## config.mk

```make
export PLATFORM = sky130hd
export DESIGN_NAME = rs_chien
export DESIGN_NICKNAME = d
export VERILOG_FILES = /design/src/rtl/rs_chien.sv
export SDC_FILE = /design/constraint.sdc
export NUM_CORES = 1
export LEC_CHECK = 0
export ABC_AREA = 1
export BUFFER_PORTS_ARGS = -buffer_cell sky130_fd_sc_hd__buf_2
export CAP_MARGIN = 20
export CORE_MARGIN = 2
export CORE_UTILIZATION = 51
export DETAILED_ROUTE_END_ITERATION = 10
export PLACE_DENSITY = 0.75
export SYNTH_ARGS = -nofsm -noshare
export SYNTH_HDL_FRONTEND = slang
export SYNTH_SLANG_ARGS = --single-unit
```

## constraint.sdc

```tcl
create_clock -name aclk -period 2.5 [get_ports aclk]
set_input_delay 0.25 -clock aclk [delete_from_list [all_inputs] [get_ports aclk]]
set_output_delay 0.25 -clock aclk [all_outputs]
set_load 0.02 [all_outputs]
```

## src/rtl/rs_chien.sv

```systemverilog
// Chien search for the RS decoder: evaluates the error locator at every codeword
// position, one position per clock, and reports the roots found plus a failure flag.
package gf_pkg;
   localparam int SYMB_WIDTH = 8;
   localparam int SYMB_NUM   = 1 << SYMB_WIDTH;
   localparam int T_LEN      = 4;
   localparam int N_LEN      = 60;
   // Low byte of the primitive polynomial x^8+x^4+x^3+x^2+1
   localparam logic [SYMB_WIDTH-1:0] PRIM_POLY = 8'h1D;

   function automatic logic [SYMB_WIDTH-1:0] gf_mul(input logic [SYMB_WIDTH-1:0] a,
                                                    input logic [SYMB_WIDTH-1:0] b);
      logic [SYMB_WIDTH-1:0] acc;
      logic [SYMB_WIDTH-1:0] x;
      acc = '0;
      x   = a;
      for (int i = 0; i < SYMB_WIDTH; i++) begin
         if (b[i]) acc ^= x;
         x = x[SYMB_WIDTH-1] ? ({x[SYMB_WIDTH-2:0], 1'b0} ^ PRIM_POLY) : {x[SYMB_WIDTH-2:0], 1'b0};
      end
      return acc;
   endfunction

   function automatic logic [SYMB_WIDTH-1:0] gf_pow(input int e);
      logic [SYMB_WIDTH-1:0] r;
      r = SYMB_WIDTH'(1);
      for (int i = 0; i < e % (SYMB_NUM - 1); i++) r = gf_mul(r, SYMB_WIDTH'(2));
      return r;
   endfunction
endpackage

module rs_chien
   import gf_pkg::*;
(
   input  logic                                 aclk,
   input  logic                                 areset,
   input  logic [T_LEN:0][SYMB_WIDTH-1:0]       err_loc,
   input  logic                                 err_loc_vld,
   output logic                                 err_loc_rdy,
   output logic [T_LEN-1:0][SYMB_WIDTH-1:0]     error_positions,
   output logic [T_LEN-1:0]                     error_positions_vld,
   output logic                                 decode_fail,
   output logic                                 out_vld,
   input  logic                                 out_rdy
);
   localparam int PW = $clog2(N_LEN);
   localparam int CW = $clog2(T_LEN + 1);
   localparam logic [PW-1:0] P_LAST = PW'(N_LEN - 1);
   localparam logic [CW-1:0] T_MAX  = CW'(T_LEN);

   typedef enum logic [1:0] {IDLE, LOAD, SEARCH, DONE} state_t;

   state_t                              state_reg, state_next;
   logic [T_LEN:0][SYMB_WIDTH-1:0]      lambda_reg, lambda_next;
   logic [T_LEN:1][SYMB_WIDTH-1:0]      term_reg, term_next;
   logic [T_LEN:1][SYMB_WIDTH-1:0]      load_term, step_term;
   logic [CW-1:0]                       deg_reg, deg_next;
   logic [CW-1:0]                       cnt_reg, cnt_next;
   logic [PW-1:0]                       p_cnt_reg, p_cnt_next;
   logic                                overflow_reg, overflow_next;
   logic [T_LEN-1:0][SYMB_WIDTH-1:0]    pos_reg, pos_next;
   logic [T_LEN-1:0]                    pos_vld_reg, pos_vld_next;
   logic                                fail_reg, fail_next;
   logic [SYMB_WIDTH-1:0]               sum;

   // Term k starts at lambda_k*alpha^(-k(N_LEN-1)) so that step p evaluates at alpha^-(N_LEN-1-p)
   genvar gi;
   generate
      for (gi = 1; gi <= T_LEN; gi++) begin : g_term
         localparam logic [SYMB_WIDTH-1:0] LOAD_C = gf_pow(gi * (SYMB_NUM - N_LEN));
         localparam logic [SYMB_WIDTH-1:0] STEP_C = gf_pow(gi);
         assign load_term[gi] = gf_mul(lambda_reg[gi], LOAD_C);
         assign step_term[gi] = gf_mul(term_reg[gi], STEP_C);
      end
   endgenerate

   always_comb begin
      sum = lambda_reg[0];
      for (int k = 1; k <= T_LEN; k++) sum ^= term_reg[k];
   end

   always_comb begin
      state_next    = state_reg;
      lambda_next   = lambda_reg;
      term_next     = term_reg;
      deg_next      = deg_reg;
      cnt_next      = cnt_reg;
      p_cnt_next    = p_cnt_reg;
      overflow_next = overflow_reg;
      pos_next      = pos_reg;
      pos_vld_next  = pos_vld_reg;
      fail_next     = fail_reg;
      case (state_reg)
         IDLE: begin
            if (err_loc_vld) begin
               lambda_next = err_loc;
               cnt_next    = '0;
               state_next  = LOAD;
            end
         end
         LOAD: begin
            term_next     = load_term;
            deg_next      = '0;
            for (int k = 1; k <= T_LEN; k++)
               if (lambda_reg[k] != '0) deg_next = CW'(k);
            p_cnt_next    = '0;
            overflow_next = 1'b0;
            pos_next      = '0;
            pos_vld_next  = '0;
            fail_next     = 1'b0;
            state_next    = SEARCH;
         end
         SEARCH: begin
            if (sum == '0) begin
               if (cnt_reg < T_MAX) begin
                  for (int s = 0; s < T_LEN; s++) begin
                     if (cnt_reg == CW'(s)) begin
                        pos_next[s]     = SYMB_WIDTH'(p_cnt_reg);
                        pos_vld_next[s] = 1'b1;
                     end
                  end
                  cnt_next = cnt_reg + CW'(1);
               end else begin
                  overflow_next = 1'b1;
               end
            end
            term_next  = step_term;
            p_cnt_next = p_cnt_reg + PW'(1);
            if (p_cnt_reg == P_LAST) begin
               p_cnt_next = '0;
               fail_next  = (cnt_next != deg_reg) | overflow_next | (lambda_reg[0] == '0);
               state_next = DONE;
            end
         end
         DONE: begin
            if (out_rdy) state_next = IDLE;
         end
         default: state_next = IDLE;
      endcase
   end

   always_ff @(posedge aclk) begin
      if (areset) begin
         state_reg    <= IDLE;
         lambda_reg   <= '0;
         term_reg     <= '0;
         deg_reg      <= '0;
         cnt_reg      <= '0;
         p_cnt_reg    <= '0;
         overflow_reg <= 1'b0;
         pos_reg      <= '0;
         pos_vld_reg  <= '0;
         fail_reg     <= 1'b0;
      end else begin
         state_reg    <= state_next;
         lambda_reg   <= lambda_next;
         term_reg     <= term_next;
         deg_reg      <= deg_next;
         cnt_reg      <= cnt_next;
         p_cnt_reg    <= p_cnt_next;
         overflow_reg <= overflow_next;
         pos_reg      <= pos_next;
         pos_vld_reg  <= pos_vld_next;
         fail_reg     <= fail_next;
      end
   end

   assign err_loc_rdy         = (state_reg == IDLE);
   assign out_vld             = (state_reg == DONE);
   assign error_positions     = pos_reg;
   assign error_positions_vld = pos_vld_reg;
   assign decode_fail         = fail_reg;
endmodule

```

==> results.txt <==
The largest net degree at the start of global routing is 57. Per report_power, the combinational group accounts for 47.0% of the total. The final-stage net count came out at 1,044. The analysis attributes to cell leakage a power of 0.00337 uW. The placeable core region is 12,600 sq um. STA classifies the critical path endpoint as a flip-flop. The post-synthesis async set-or-reset flop share is 0%.

The initial utilization of the core area, before any placement, comes to 52.1%. The wire length after detailed routing came out at 15,800 um. The most common cell in the synthesized netlist is sky130_fd_sc_hd__nand2_1. The count of mapped cells out of synthesis is 920. Cell internal power was estimated by the tool at 5760 uW.

The wire length per cell after detailed routing is 13.5 um. In this run the clock root is driven by a sky130_fd_sc_hd__clkbuf_16. The largest single stage delay on the critical path is 0.42 ns. The count of nets left with antenna violations after detail routing came out at 0.

The critical path goes through xor2_1 -> inv_1 -> nand2_1 -> nand2_1 -> inv_1 -> nand2_1 -> nor2_2 -> nand3_1 -> inv_2 -> nand2_2 -> inv_2 -> nand2_1 -> a21oi_1. Among all flip-flop cells after synthesis, the most frequent one is sky130_fd_sc_hd__dfxtp_1. The clock network burns 25.6% of the power. In the post-synthesis netlist, the biggest area contributors are sky130_fd_sc_hd__dfxtp_1 35%, sky130_fd_sc_hd__nand2_1 12%, sky130_fd_sc_hd__xor2_1 6.4%. The number of gates resized after CTS was 0.

The detailed-route via count came out at 5,972. The flip-flop count of the largest register, all copies and words added came out at 40. The maximum vdd drop came out at 1030 uV.

The number of buffers added by the clock tree synthesis step came out at 17. Setup repair after global routing left no endpoint under its margin. Before antenna repair, the detailed router went through 6 iterations. After layout, the design draws a total of 10,000 uW. The synthesized flop and latch total came out at 116. The Yosys warning count is 0. The power density of the placed cells is 1300 nW/um^2. The switching power share of the total came out at 42.5%. 0 antenna diodes ended up in the layout.

TritonCTS built the clock tree. The cell area after synthesis is 6580 sq um. On the critical path the largest part of the delay comes from simple AND/OR/NAND/NOR gates.

The final sum of negative setup slack came out at 0 ns. The highest attainable clock frequency is 469 MHz. The routability-driven placement congestion ratio is 0.893. The worst setup path is launched from a flip-flop. The distinct cell type count after synthesis came out at 40.

The final setup violation count came out at 0. The synthesized design contains 0 enable-type register cells. The first-pass GRT wire length came out at 27,000 um. The number of max-slew violations in the final report came to 0.

The buffers plus inverters on the worst setup path came out at 4. The setup clock skew after layout is 0.00745 ns. The total of hold buffers inserted after clock tree synthesis came out at 0. STA puts the critical path data required time at 2.84 ns. The clock tree buffer depth is 2. The number of buffer cells added on primary ports is 74. In the synthesized netlist, the cells that appear most often are 210 x sky130_fd_sc_hd__nand2_1, 116 x sky130_fd_sc_hd__dfxtp_1, 89 x sky130_fd_sc_hd__inv_1, 78 x sky130_fd_sc_hd__a21oi_1, 76 x sky130_fd_sc_hd__o21ai_0. Among the stages of the critical path, the cell type that occurs most often is sky130_fd_sc_hd__nand2_1. The clock transition at the registers of the reported paths came out at 0.05 ns.

The global-route total usage across every layer is 24.0%. The switching power came out at 4260 uW. The H-tree was split into 4 levels. The number of global-route vias before repair came to 5,576. CTS saw 116 sinks. The number of cell rows came out at 41.

The floorplan step set the die width to 118 um. The initial antenna violation count is 0. Compared with the post-synthesis result, the final layout area differs by 17.3%. The signal arrival time at the worst endpoint is 2.47 ns. The final number of hold-violating endpoints was 0. The part of the Yosys area used for sequential elements came out at 35.3%. The die is 118 um tall.

The run finished with clean final reports. For this run the aggregate overflow at the end of global routing stands at 0. The post-route clock period utilization came out at 85.3%. Across all hold checks on the routed design, the worst slack comes to 0.0788 ns. The via density per instance is 5.09. Sequential cells burn 27.4% of the power. The biggest area contributor in the post-synthesis netlist is sky130_fd_sc_hd__dfxtp_1. The transition time of the tightest slew-check pin came out at 0.765 ns.

The share of final-layout standard cells stronger than drive strength 1 is 16.7%. The tightest min-delay check is of the primary input to flip-flop type. The post-CTS setup buffer count is 0. The highest-delay cell along the critical path is sky130_fd_sc_hd__dfxtp_1.

The average cell area after synthesis is 7.15 sq um. The half-perimeter wire length after placement is 11,500 um. The worst slew slack as a fraction of its limit came out at 48.6%. The die covers 13,800 sq um. The utilization after layout came out at 61.1%. The first-iteration detailed-routing DRC count is 454.

The later pin in the worst-skew pair is clocked with a latency of 0.42 ns. Summed over its instances, the top area cell type makes up 35.3% of the synthesized netlist area. The final non-filler cell area came out at 7710 sq um. The critical path class is flip-flop to flip-flop.

Of all nets on the critical path, the largest fanout is 8. The DRC violations left is 0. During I/O placement, the number of pins put on the boundary was 83.

The post-route minimum period is 2.13 ns. After detailed placement, the total cell area comes to 7090 sq um. The number of max-capacitance violations reported came out at 0.
cell families (layout without fill, tap and decap cells):
logic type | Yosys count | in the layout | share of synthesized area (%)
AOI/OAI and AO/OA | 205 | 205 | 17.7
xor gates and xnor gates | 94 | 94 | 12.7
adders and majority gates | 12 | 12 | 2.28
buffers and inverters | 152 | 226 | 9.21
DFF | 116 | 116 | 35.3
other | 1 | 8 | 0.0570
and+or+nand+nor | 340 | 340 | 22.7
through the flow:
step / setup slack (ns) / cells
detailed placement: 0.423 / 1141
floorplan: 0.541 / 927
CTS: 0.377 / 1173
global route: 0.158 / 1173
finish: 0.368 / 1173
global placement: 0.490 / 1141
cells in the final DEF (no fill, tap or decap), types with 3 or more instances in the layout:
cell and n:
sky130_fd_sc_hd__xor2_1 48, sky130_fd_sc_hd__a31oi_1 17, sky130_fd_sc_hd__a21oi_1 78, sky130_fd_sc_hd__clkbuf_16 17, sky130_fd_sc_hd__nand3_4 3, sky130_fd_sc_hd__buf_2 74
sky130_fd_sc_hd__nand3_1 40, sky130_fd_sc_hd__buf_4 14, sky130_fd_sc_hd__a21oi_2 13, sky130_fd_sc_hd__dfxtp_1 116, sky130_fd_sc_hd__inv_2 15, sky130_fd_sc_hd__nand2_1 209
sky130_fd_sc_hd__nand2_2 3, sky130_fd_sc_hd__nor2_1 58, sky130_fd_sc_hd__a211oi_1 5, sky130_fd_sc_hd__clkinvlp_4 4, sky130_fd_sc_hd__o21ai_0 76, sky130_fd_sc_hd__bufinv_16 4
sky130_fd_sc_hd__or2_2 3, sky130_fd_sc_hd__nand3b_1 3, sky130_fd_sc_hd__xnor2_1 44, sky130_fd_sc_hd__clkinv_2 5, sky130_fd_sc_hd__nor4_1 6, sky130_fd_sc_hd__inv_1 89
sky130_fd_sc_hd__a221oi_1 6, sky130_fd_sc_hd__ha_1 12, sky130_fd_sc_hd__a21o_1 3, sky130_fd_sc_hd__nand2_4 5, sky130_fd_sc_hd__or2_1 3, sky130_fd_sc_hd__conb_1 8
worst register-to-register path, stage by stage, from the launching register on:
cell	delay, ns
sky130_fd_sc_hd__dfxtp_1	0.42
sky130_fd_sc_hd__xor2_1	0.29
sky130_fd_sc_hd__inv_1	0.08
sky130_fd_sc_hd__nand2_1	0.07
sky130_fd_sc_hd__nand2_1	0.04
sky130_fd_sc_hd__inv_1	0.05
sky130_fd_sc_hd__nand2_1	0.05
sky130_fd_sc_hd__nor2_2	0.26
sky130_fd_sc_hd__nand3_1	0.20
sky130_fd_sc_hd__inv_2	0.09
sky130_fd_sc_hd__nand2_2	0.13
sky130_fd_sc_hd__inv_2	0.14
sky130_fd_sc_hd__nand2_1	0.07
sky130_fd_sc_hd__a21oi_1	0.15
final timing paths:
path                      start                  end  slack (ns)  depth (start not counted)
max                 term_reg[1]  error_positions[27]        0.37                         13
min reg2reg  error_positions[5]   error_positions[5]        0.46                          2
min                 err_loc[18]       lambda_reg[18]        0.08                          3
max reg2reg         term_reg[1]  error_positions[27]        0.37                         13
area by class of cell:
type	count	area, sq um
clock buffer	18	439
fill	1166	4910
sequential	116	2320
timing repair buffer	88	475
inverter	106	398
clock inverter	14	184
multi-input combinational	659	3680
tap	172	215
power by group through the flow:
stage	Clock, uW	Combinational [uW]	Sequential, uW
2_1_floorplan	0	3800	2610
6_report	2570	4710	2740
4_1_cts	2590	4710	2740
3_5_place_dp	0	4680	2770
5_1_grt	2690	5350	2800
3_3_place_gp	0	4600	2760
layer usage:
| metal | global-route usage (%) | wire length [um] |
|---|---|---|
| met5 | 0 | 0 |
| met4 | 10.5 | 374 |
| met3 | 5.38 | 750 |
| met2 | 38.3 | 7210 |
| met1 | 31.3 | 7510 |
Note: power is estimated with default switching activity, not from simulation.
